$ cat src/rtl/alu_defs.sv
// Shared definitions for the 8-bit ALU datapath: opcodes, flag bit
// positions and execute-stage FSM states.
package alu_defs;

    typedef enum logic [2:0] {
        ADD = 3'd0,
        SUB = 3'd1,
        AND = 3'd2,
        OR  = 3'd3,
        XOR = 3'd4,
        SHL = 3'd5,
        SHR = 3'd6,
        MUL = 3'd7
    } op_e;

    localparam int FLAG_C = 2;
    localparam int FLAG_Z = 1;
    localparam int FLAG_N = 0;

    typedef enum logic {
        S_IDLE = 1'b0,
        S_MUL  = 1'b1
    } state_e;

endpackage

$ cat src/rtl/alu_mul_seq.sv
// Shift-add unsigned multiplier, one partial product per clock.
// Ports: clock, reset (async, active-low), load (capture a/b, clear acc),
//        a/b operands, product (accumulator after the current step),
//        last (the step taken at the next edge is the final one).
module alu_mul_seq #(
    parameter int WIDTH = 8
) (
    input  logic                 clock,
    input  logic                 reset,
    input  logic                 load,
    input  logic [WIDTH-1:0]     a,
    input  logic [WIDTH-1:0]     b,
    output logic [2*WIDTH-1:0]   product,
    output logic                 last
);

    localparam int CW = $clog2(WIDTH);

    logic [2*WIDTH-1:0] mcand_q, mcand_d;
    logic [2*WIDTH-1:0] acc_q, acc_d;
    logic [WIDTH-1:0]   mplier_q, mplier_d;
    logic [CW-1:0]      cnt_q, cnt_d;
    logic               run_q, run_d;
    logic [2*WIDTH-1:0] step;

    // Accumulator value once the current multiplier bit is folded in.
    assign step    = acc_q + (mplier_q[0] ? mcand_q : '0);
    assign product = step;
    assign last    = run_q && (cnt_q == CW'(WIDTH - 1));

    always_comb begin
        mcand_d  = mcand_q;
        mplier_d = mplier_q;
        acc_d    = acc_q;
        cnt_d    = cnt_q;
        run_d    = run_q;
        if (load) begin
            mcand_d  = {{WIDTH{1'b0}}, a};
            mplier_d = b;
            acc_d    = '0;
            cnt_d    = '0;
            run_d    = 1'b1;
        end else if (run_q) begin
            mcand_d  = mcand_q << 1;
            mplier_d = mplier_q >> 1;
            acc_d    = step;
            cnt_d    = cnt_q + 1'b1;
            if (last) begin
                run_d = 1'b0;
            end
        end
    end

    always_ff @(posedge clock or negedge reset) begin
        if (!reset) begin
            mcand_q  <= '0;
            mplier_q <= '0;
            acc_q    <= '0;
            cnt_q    <= '0;
            run_q    <= 1'b0;
        end else begin
            mcand_q  <= mcand_d;
            mplier_q <= mplier_d;
            acc_q    <= acc_d;
            cnt_q    <= cnt_d;
            run_q    <= run_d;
        end
    end

endmodule

$ cat src/rtl/alu_unit.sv
// Operand registers and execute stage: single-cycle logic/add/shift ops
// and an 8-step MUL, with registered result, flags {C,Z,N} and done pulse.
// Ports: clock, reset (async, active-low), bus_in, load_a, load_b, op,
//        start -> result[2W-1:0], flags[2:0], busy, done.
module alu_unit
    import alu_defs::*;
#(
    parameter int WIDTH = 8
) (
    input  logic                 clock,
    input  logic                 reset,
    input  logic [WIDTH-1:0]     bus_in,
    input  logic                 load_a,
    input  logic                 load_b,
    input  logic [2:0]           op,
    input  logic                 start,
    output logic [2*WIDTH-1:0]   result,
    output logic [2:0]           flags,
    output logic                 busy,
    output logic                 done
);

    state_e             state_q, state_d;
    logic [WIDTH-1:0]   a_q, a_d;
    logic [WIDTH-1:0]   b_q, b_d;
    logic [2*WIDTH-1:0] result_q, result_d;
    logic [2:0]         flags_q, flags_d;
    logic               busy_q, busy_d;
    logic               done_q, done_d;

    logic               mul_load;
    logic               mul_last;
    logic [2*WIDTH-1:0] mul_product;
    logic [WIDTH:0]     r_short;
    op_e                op_s;

    assign op_s = op_e'(op);

    alu_mul_seq #(
        .WIDTH (WIDTH)
    ) u_mul (
        .clock   (clock),
        .reset   (reset),
        .load    (mul_load),
        .a       (a_q),
        .b       (b_q),
        .product (mul_product),
        .last    (mul_last)
    );

    // Single-cycle ops: bit WIDTH carries C (borrow for SUB).
    always_comb begin
        r_short = '0;
        unique case (op_s)
            ADD: r_short = {1'b0, a_q} + {1'b0, b_q};
            SUB: r_short = {1'b0, a_q} - {1'b0, b_q};
            AND: r_short = {1'b0, a_q & b_q};
            OR:  r_short = {1'b0, a_q | b_q};
            XOR: r_short = {1'b0, a_q ^ b_q};
            SHL: r_short = {a_q, 1'b0};
            SHR: r_short = {a_q[0], 1'b0, a_q[WIDTH-1:1]};
            MUL: r_short = '0;
            default: r_short = '0;
        endcase
    end

    always_comb begin
        state_d  = state_q;
        a_d      = load_a ? bus_in : a_q;
        b_d      = load_b ? bus_in : b_q;
        result_d = result_q;
        flags_d  = flags_q;
        done_d   = 1'b0;
        mul_load = 1'b0;
        unique case (state_q)
            S_IDLE: begin
                if (start) begin
                    if (op_s == MUL) begin
                        mul_load = 1'b1;
                        state_d  = S_MUL;
                    end else begin
                        result_d = {{(WIDTH-1){1'b0}}, r_short};
                        flags_d[FLAG_C] = r_short[WIDTH];
                        flags_d[FLAG_Z] = (r_short[WIDTH-1:0] == '0);
                        flags_d[FLAG_N] = r_short[WIDTH-1];
                        done_d   = 1'b1;
                    end
                end
            end
            S_MUL: begin
                if (mul_last) begin
                    result_d = mul_product;
                    flags_d[FLAG_C] = |mul_product[2*WIDTH-1:WIDTH];
                    flags_d[FLAG_Z] = (mul_product == '0);
                    flags_d[FLAG_N] = mul_product[2*WIDTH-1];
                    done_d   = 1'b1;
                    state_d  = S_IDLE;
                end
            end
            default: state_d = S_IDLE;
        endcase
        busy_d = (state_d == S_MUL);
    end

    always_ff @(posedge clock or negedge reset) begin
        if (!reset) begin
            state_q  <= S_IDLE;
            a_q      <= '0;
            b_q      <= '0;
            result_q <= '0;
            flags_q  <= '0;
            busy_q   <= 1'b0;
            done_q   <= 1'b0;
        end else begin
            state_q  <= state_d;
            a_q      <= a_d;
            b_q      <= b_d;
            result_q <= result_d;
            flags_q  <= flags_d;
            busy_q   <= busy_d;
            done_q   <= done_d;
        end
    end

    assign result = result_q;
    assign flags  = flags_q;
    assign busy   = busy_q;
    assign done   = done_q;

endmodule
$ cat config.mk
export PLATFORM = sky130hd
export DESIGN_NAME = alu_unit
export DESIGN_NICKNAME = d
export VERILOG_FILES = /design/src/rtl/alu_defs.sv /design/src/rtl/alu_mul_seq.sv /design/src/rtl/alu_unit.sv
export SDC_FILE = /design/constraint.sdc
export NUM_CORES = 1
export LEC_CHECK = 0
export BUFFER_PORTS_ARGS = -buffer_cell sky130_fd_sc_hd__buf_2
export CAP_MARGIN = 20
export CELL_PAD_IN_SITES_DETAIL_PLACEMENT = 1
export CELL_PAD_IN_SITES_GLOBAL_PLACEMENT = 1
export CORE_UTILIZATION = 43
export CTS_CLUSTER_DIAMETER = 80
export DETAILED_ROUTE_END_ITERATION = 8
export PLACE_DENSITY_LB_ADDON = 0.05
export SYNTH_ARGS = -nofsm -noshare
export SYNTH_HDL_FRONTEND = slang
export SYNTH_HIERARCHICAL = 1
export SYNTH_SLANG_ARGS = --single-unit
export TNS_END_PERCENT = 30
$ cat constraint.sdc
create_clock -name clock -period 2.8 [get_ports clock]
set_clock_uncertainty 0.15 [all_clocks]
set_input_delay 0.14 -clock clock [delete_from_list [all_inputs] [get_ports clock]]
set_output_delay 0.14 -clock clock [all_outputs]
set_load 0.005 [all_outputs]
### Yosys cells after proc, flatten, opt, wreduce, memory -nomap -nowiden

Index checks and enable logic that the tools add are counted.

| word-level totals | value |
|---|---|
| bits in registers | 81 |
| bits in latches | 0 |
| memory bits (writable) | 0 |
| ROM bits | 0 |
| bits of input ports | 16 |
| output and inout port bits | 21 |
| word-level logic and storage cells | 66 |
| memories kept | 0 |

| cells by class | value |
|---|---|
| add/subtract/negate cells | 4 |
| multiply operators | 0 |
| div/mod/pow operators | 0 |
| $lt $le $gt $ge | 0 |
| eq/ne operators | 11 |
| shift-type cells | 0 |
| multiplexer cells | 29 |
| bitwise gates (word level) | 4 |
| reductions and logical operators | 7 |

Operator list:

| cell | number |
|---|---|
| 16-bit 2-to-1 mux | 8 |
| 9-bit one-hot mux with 8 select lines | 1 |
| 16-bit one-hot mux with 2 select lines | 1 |
| 16-bit adder | 1 |
| 16-bit logical NOT | 1 |
| 8-bit 2-to-1 mux | 2 |
| 3-bit equality test, second input constant | 5 |
| 3-bit 2-to-1 mux | 5 |
| 8-bit by 8-bit adder with 9-bit output | 1 |
| 1-bit 2-to-1 mux | 9 |
| 8-bit by 8-bit subtractor with 9-bit output | 1 |
| 8-bit AND | 1 |
| 8-bit logical NOT | 1 |
| 8-bit bitwise OR | 1 |
| 8-bit OR reduction | 1 |
| 8-bit bitwise XOR | 1 |
| 3-bit by 2-bit equality test with 1-bit output, second input constant | 2 |
| 3-bit one-hot mux with 2 select lines | 1 |
| 2-bit inequality test, second input constant | 2 |
| 1-bit one-hot mux with 2 select lines | 2 |
| 3-bit by 1-bit adder with 3-bit output, second input constant | 1 |
| 3-bit by 1-bit equality test with 1-bit output, second input constant | 1 |
| 3-bit logical NOT | 1 |
| 3-bit AND reduction | 1 |
| 4 further kinds | 4 |

### Longest topological paths before layout

| depth | value |
|---|---|
| word-level depth | 6 |
| depth in mapped cells | 14 |
| gate-level depth less buffers | 13 |

### Modules after synthesis

Netlist, hierarchy kept.

Modules (own cells, without submodules):

| module | times used | cells each | area an instance (sq um) |
|---|---|---|---|
| alu_mul_seq | 1 | 304 | 2,886.5 |
| alu_unit | 1 | 318 | 2,673.8 |

### Worst setup path before layout

Ideal clock, no wire load.

| timing | value |
|---|---|
| path type | reg2reg |
| start | reg u_mul.mplier_q[0] |
| end | reg flags_q[1], in the netlist flags[1] |
| library setup time | 0.095 ns |
| data arrival time | 2.879 ns |
| data required time | 2.555 ns |
| setup slack | -0.324 ns |
| stages on the path, launching flop included | 15 |
| buffers on the path | 1 |
| clock period less this slack | 3.124 ns |
| path through | dfrtp_1 > clkbuf_1 > and2_1 > ha_1 > fa_1 > a21oi_1 > o211ai_1 > a31oi_2 > a21oi_1 > xor2_1 > nor4_1 > nand2_1 > nor3_1 > a21oi_1 > o31ai_1 |

| on the way | value |
|---|---|
| word-level cells in the longest chain between the ends | 5 |

Ends and longest elaborated chain:

| what | line | text |
|---|---|---|
| from (decl) | alu_mul_seq.sv:21 | `logic [WIDTH-1:0] mplier_q, mplier_d;` |
| from (signal assigned) | alu_mul_seq.sv:63 | `mplier_q <= mplier_d;` |
| 16-bit 2-to-1 mux | alu_mul_seq.sv:27 | `assign step = acc_q + (mplier_q[0] ? mcand_q : '0);` |
| 16-bit adder | alu_mul_seq.sv:27 |  |
| via mul_product[14] | alu_unit.sv:33 | `logic [2*WIDTH-1:0] mul_product;` |
| 16-bit logical NOT | alu_unit.sv:94 | `flags_d[FLAG_Z] = (mul_product == '0);` |
| 3-bit 2-to-1 mux | alu_unit.sv:91 | `if (mul_last) begin` |
| 3-bit one-hot mux with 2 select lines | alu_unit.sv:75 | `unique case (state_q)` |
| to (signal assigned) | alu_unit.sv:119 | `flags_q <= flags_d;` |
| to (decl) | alu_unit.sv:27 | `logic [2:0] flags_q, flags_d;` |

The timed path passes the listed nets, and every way through them passes these cells. The select of a mux whose other input is x is not followed.
A chain may end at the register's enable or synchronous reset.

### Final worst setup path

Ends and elaborated chain as after synthesis.

==> results.ini <==
[run_status]
outcome = finished with violations
violations = setup timing

[drt]
ant_nets = 0
drc_errors = 0
first_pass_iters = 4
routed_wl_mm = 18.0
vias_per_cell = 5.58
drt_iter0_markers = 317
via_count = 5173
wire_per_inst_um = 19.5

[timing]
fmax_mhz = 337
setup_viol_count_final = 4
hold_viol_final = 0
finalMaxSlewViolations = 0
fin_crit_sh_pct = 106
rsz0062_at_grt = true
worstMarginPinSlew_ps = 720
fin_crit_ps = 2960
slew_headroom_pct = 52.0
holdWs_ps = 18.3
finalSetupTns_ps = -424
worst_slack_ps = -164

[synth]
synth_commonest_cells = nand2_1, dfrtp_1, o21ai_0
synth_warnings = 6
synth_seq_cells = 81
syn_avg_cell_area_sq_um = 8.94
yosysTopAreaCell = dfrtp_1
synth_cells = 622
synth.most_common_cell = nand2_1
synth_top_cells_by_area = dfrtp_1, ha_1, mux2i_1, nand2_1, o21ai_0
synth_edf_count = 0
syn_nets = 682
syn_area_sq_um = 5560
ys_seq_area_share_pct = 36.5
synth-main-ff-cell = dfrtp_1
async_flop_share_pct = 100
synth_top_area_share_pct = 36.5
synthDistinctLibCells = 65

[critical_path]
worstPathArrival_ps = 3070
cp_cell_sequence = and2_1 > ha_2 > fa_2 > a21oi_4 > o211ai_1 > buf_4 > a22oi_2 > and3_4 > nor2_2 > nor4_4 > nand2_1 > nor3_2 > a21oi_2 > o31ai_1
cp-end-kind = register
ff2ff_path_depth = 14
worst_path_max_delay_cell = dfrtp_1
path_depth = 14
worstSetupPathType = reg2reg
cp_data_required_time_ps = 2900
setup.worst_path.start_class = register
r2r_start = u_mul/mplier_q[0]
max_stage_delay_ps = 430
critPathTopFamily = simple AND/OR/NAND/NOR gates
setup.worst_path.start = u_mul/mplier_q[0]
worstPathMaxFanout = 4
path_buf_inv = 1

[finish]
antennaDiodeCount = 0
final_nets = 811
fill_cells = 1476
drive_above_1_share_pct = 30.1
final_core_util_pct = 58.3
area_delta_synth_final_pct = 32.3
design_area_sq_um = 7360

[pwr]
switchingPower_w = 0.000867
power_w = 0.00312
pwr-share-seq_pct = 39.2
clock_power_share_pct = 40.8
combPwrFrac_pct = 20.0
vdd_drop_max_v = 0.000252
p_leak_nw = 3.19
p_sw_share_pct = 27.8
power_density_nw_per_um2 = 424
power.internal_w = 0.00225

[die]
die_h_um = 116
dieArea_sq_um = 13400
die_x_um = 116
initial_utilization_pct = 44.1
num_rows = 41
coreArea_sq_um = 12600
io-pin-count = 37

[clocking]
clkSinkCount = 81
numCtsBuffers = 9
clockRootBuffer = clkbuf_16
cts_max_path_buffers = 2
clk_latency_ps = 340
cts_tree = yes
htree_levels = 3
path_clk_slew_ps = 60

[global_route]
grt_start_max_net_pins = 57
grt_first_pass_wirelength_mm = 28.1
grt_use_total_pct = 27.5
grt-ovfl-total = 0
antenna_found_initial = 0
grt_pass1_vias = 5413

[hold_path]
hold_class = in2reg
holdCritStartpoint = load_a
hold_depth = 2

[place]
placed_cell_area_sq_um = 6500
gp_congestion = 0.906
io_buffer_count = 36
dp_hpwl_mm = 12.5

[job]
maxCapViolCount = 0

flip-flops by register name, indices dropped and copies added (netlist names):
register	flops
b_q	8
busy	1
a_q	8
u_mul/run_q	1
flags	3
done	1
u_mul/acc_q	16
result	16
u_mul/mplier_q	8
u_mul/mcand_q	16
u_mul/cnt_q	3
kinds of logic (layout without fill, tap and decap cells):
group | after synthesis | count (layout) | share of synthesized area [%]
AO/OA/AOI/OAI | 160 | 160 | 18.6
XOR/XNOR | 23 | 23 | 3.62
adder cells (fa/ha/maj) | 44 | 44 | 10.2
buffers and inverters | 64 | 197 | 5.69
flip-flops | 81 | 81 | 36.5
multiplexers | 41 | 41 | 7.38
AND/OR/NAND/NOR | 209 | 209 | 18.1
power groups by stage:
stage,clock [W],combinational (W),sequential [W]
finish,0.00127,0.000623,0.00122
global placement,0,0.000482,0.00124
floorplan,0,0.000290,0.00124
CTS,0.00130,0.000558,0.00122
global route,0.00135,0.000675,0.00123
detailed placement,0,0.000501,0.00124
placed cells by master (no fill, tap or decap), types with 4 or more instances in the layout:
cell	instances
dfrtp_1	79
dlygate4sd3_1	9
xor2_1	9
o21ai_1	13
a21oi_1	19
nand3_1	12
o21ai_0	47
nor2_1	40
a21oi_2	15
o21a_1	5
buf_2	35
and2_1	17
nand4_1	7
nand2_1	81
inv_1	27
o211ai_1	4
a21o_1	7
mux2i_1	40
nand2b_1	7
ha_1	34
buf_4	103
ha_2	5
xnor2_1	11
clkbuf_16	9
nor3_1	4
worst register-to-register path, cell delays in order, from the launching register on:
cell,delay [ps]
dfrtp_1,430
and2_1,160
ha_2,190
fa_2,370
a21oi_4,170
o211ai_1,130
buf_4,170
a22oi_2,170
and3_4,220
nor2_2,50
nor4_4,300
nand2_1,110
nor3_2,150
a21oi_2,40
o31ai_1,70
timing repair:
action                                  4_1_cts  5_1_grt
hold buffers                                  9        0
pin swaps                                    21       21
buffers inserted                              8        7
hold endpoints to repair                     67        0
endpoints found under the setup margin        8       10
cloned                                        0        0
gates resized for setup                      41       33
through the flow:
step	worst slack, ps	std cells
4_1_cts	-91.0	920
3_5_place_dp	-344	889
6_report	-164	927
3_3_place_gp	-246	889
5_1_grt	-312	927
2_1_floorplan	-73.4	622
layer usage:
layer	GRT usage, %	part of all wire (%)	vias to the layer above
met4	13.1	2.8	0
met3	4.60	3.4	29
li1	-	-	2460
met5	0	0	-
met2	45.6	50	108
met1	34.9	44	2576
final timing paths:
kind | endpoint | slack [ps]
hold reg to reg | result[10] | 310
hold / removal | a_q[1] | 20
setup / recovery | flags[1] | -160
max in group asynchronous | b_q[2] | 1540
setup reg to reg | flags[1] | -160
min in group asynchronous | u_mul/acc_q[14] | 250
final cells by class:
type                       instances  area (sq um)  area share (%)
inverter                          30           113            1.53
sequential                        81          2030            27.6
clock buffer                      10           229            3.11
multi-input combinational        477          3570            48.5
tap                              172           215            2.93
timing repair buffer             152          1120            15.2
clock inverter                     5          81.3            1.11
Note: power is estimated with default switching activity, not from simulation.
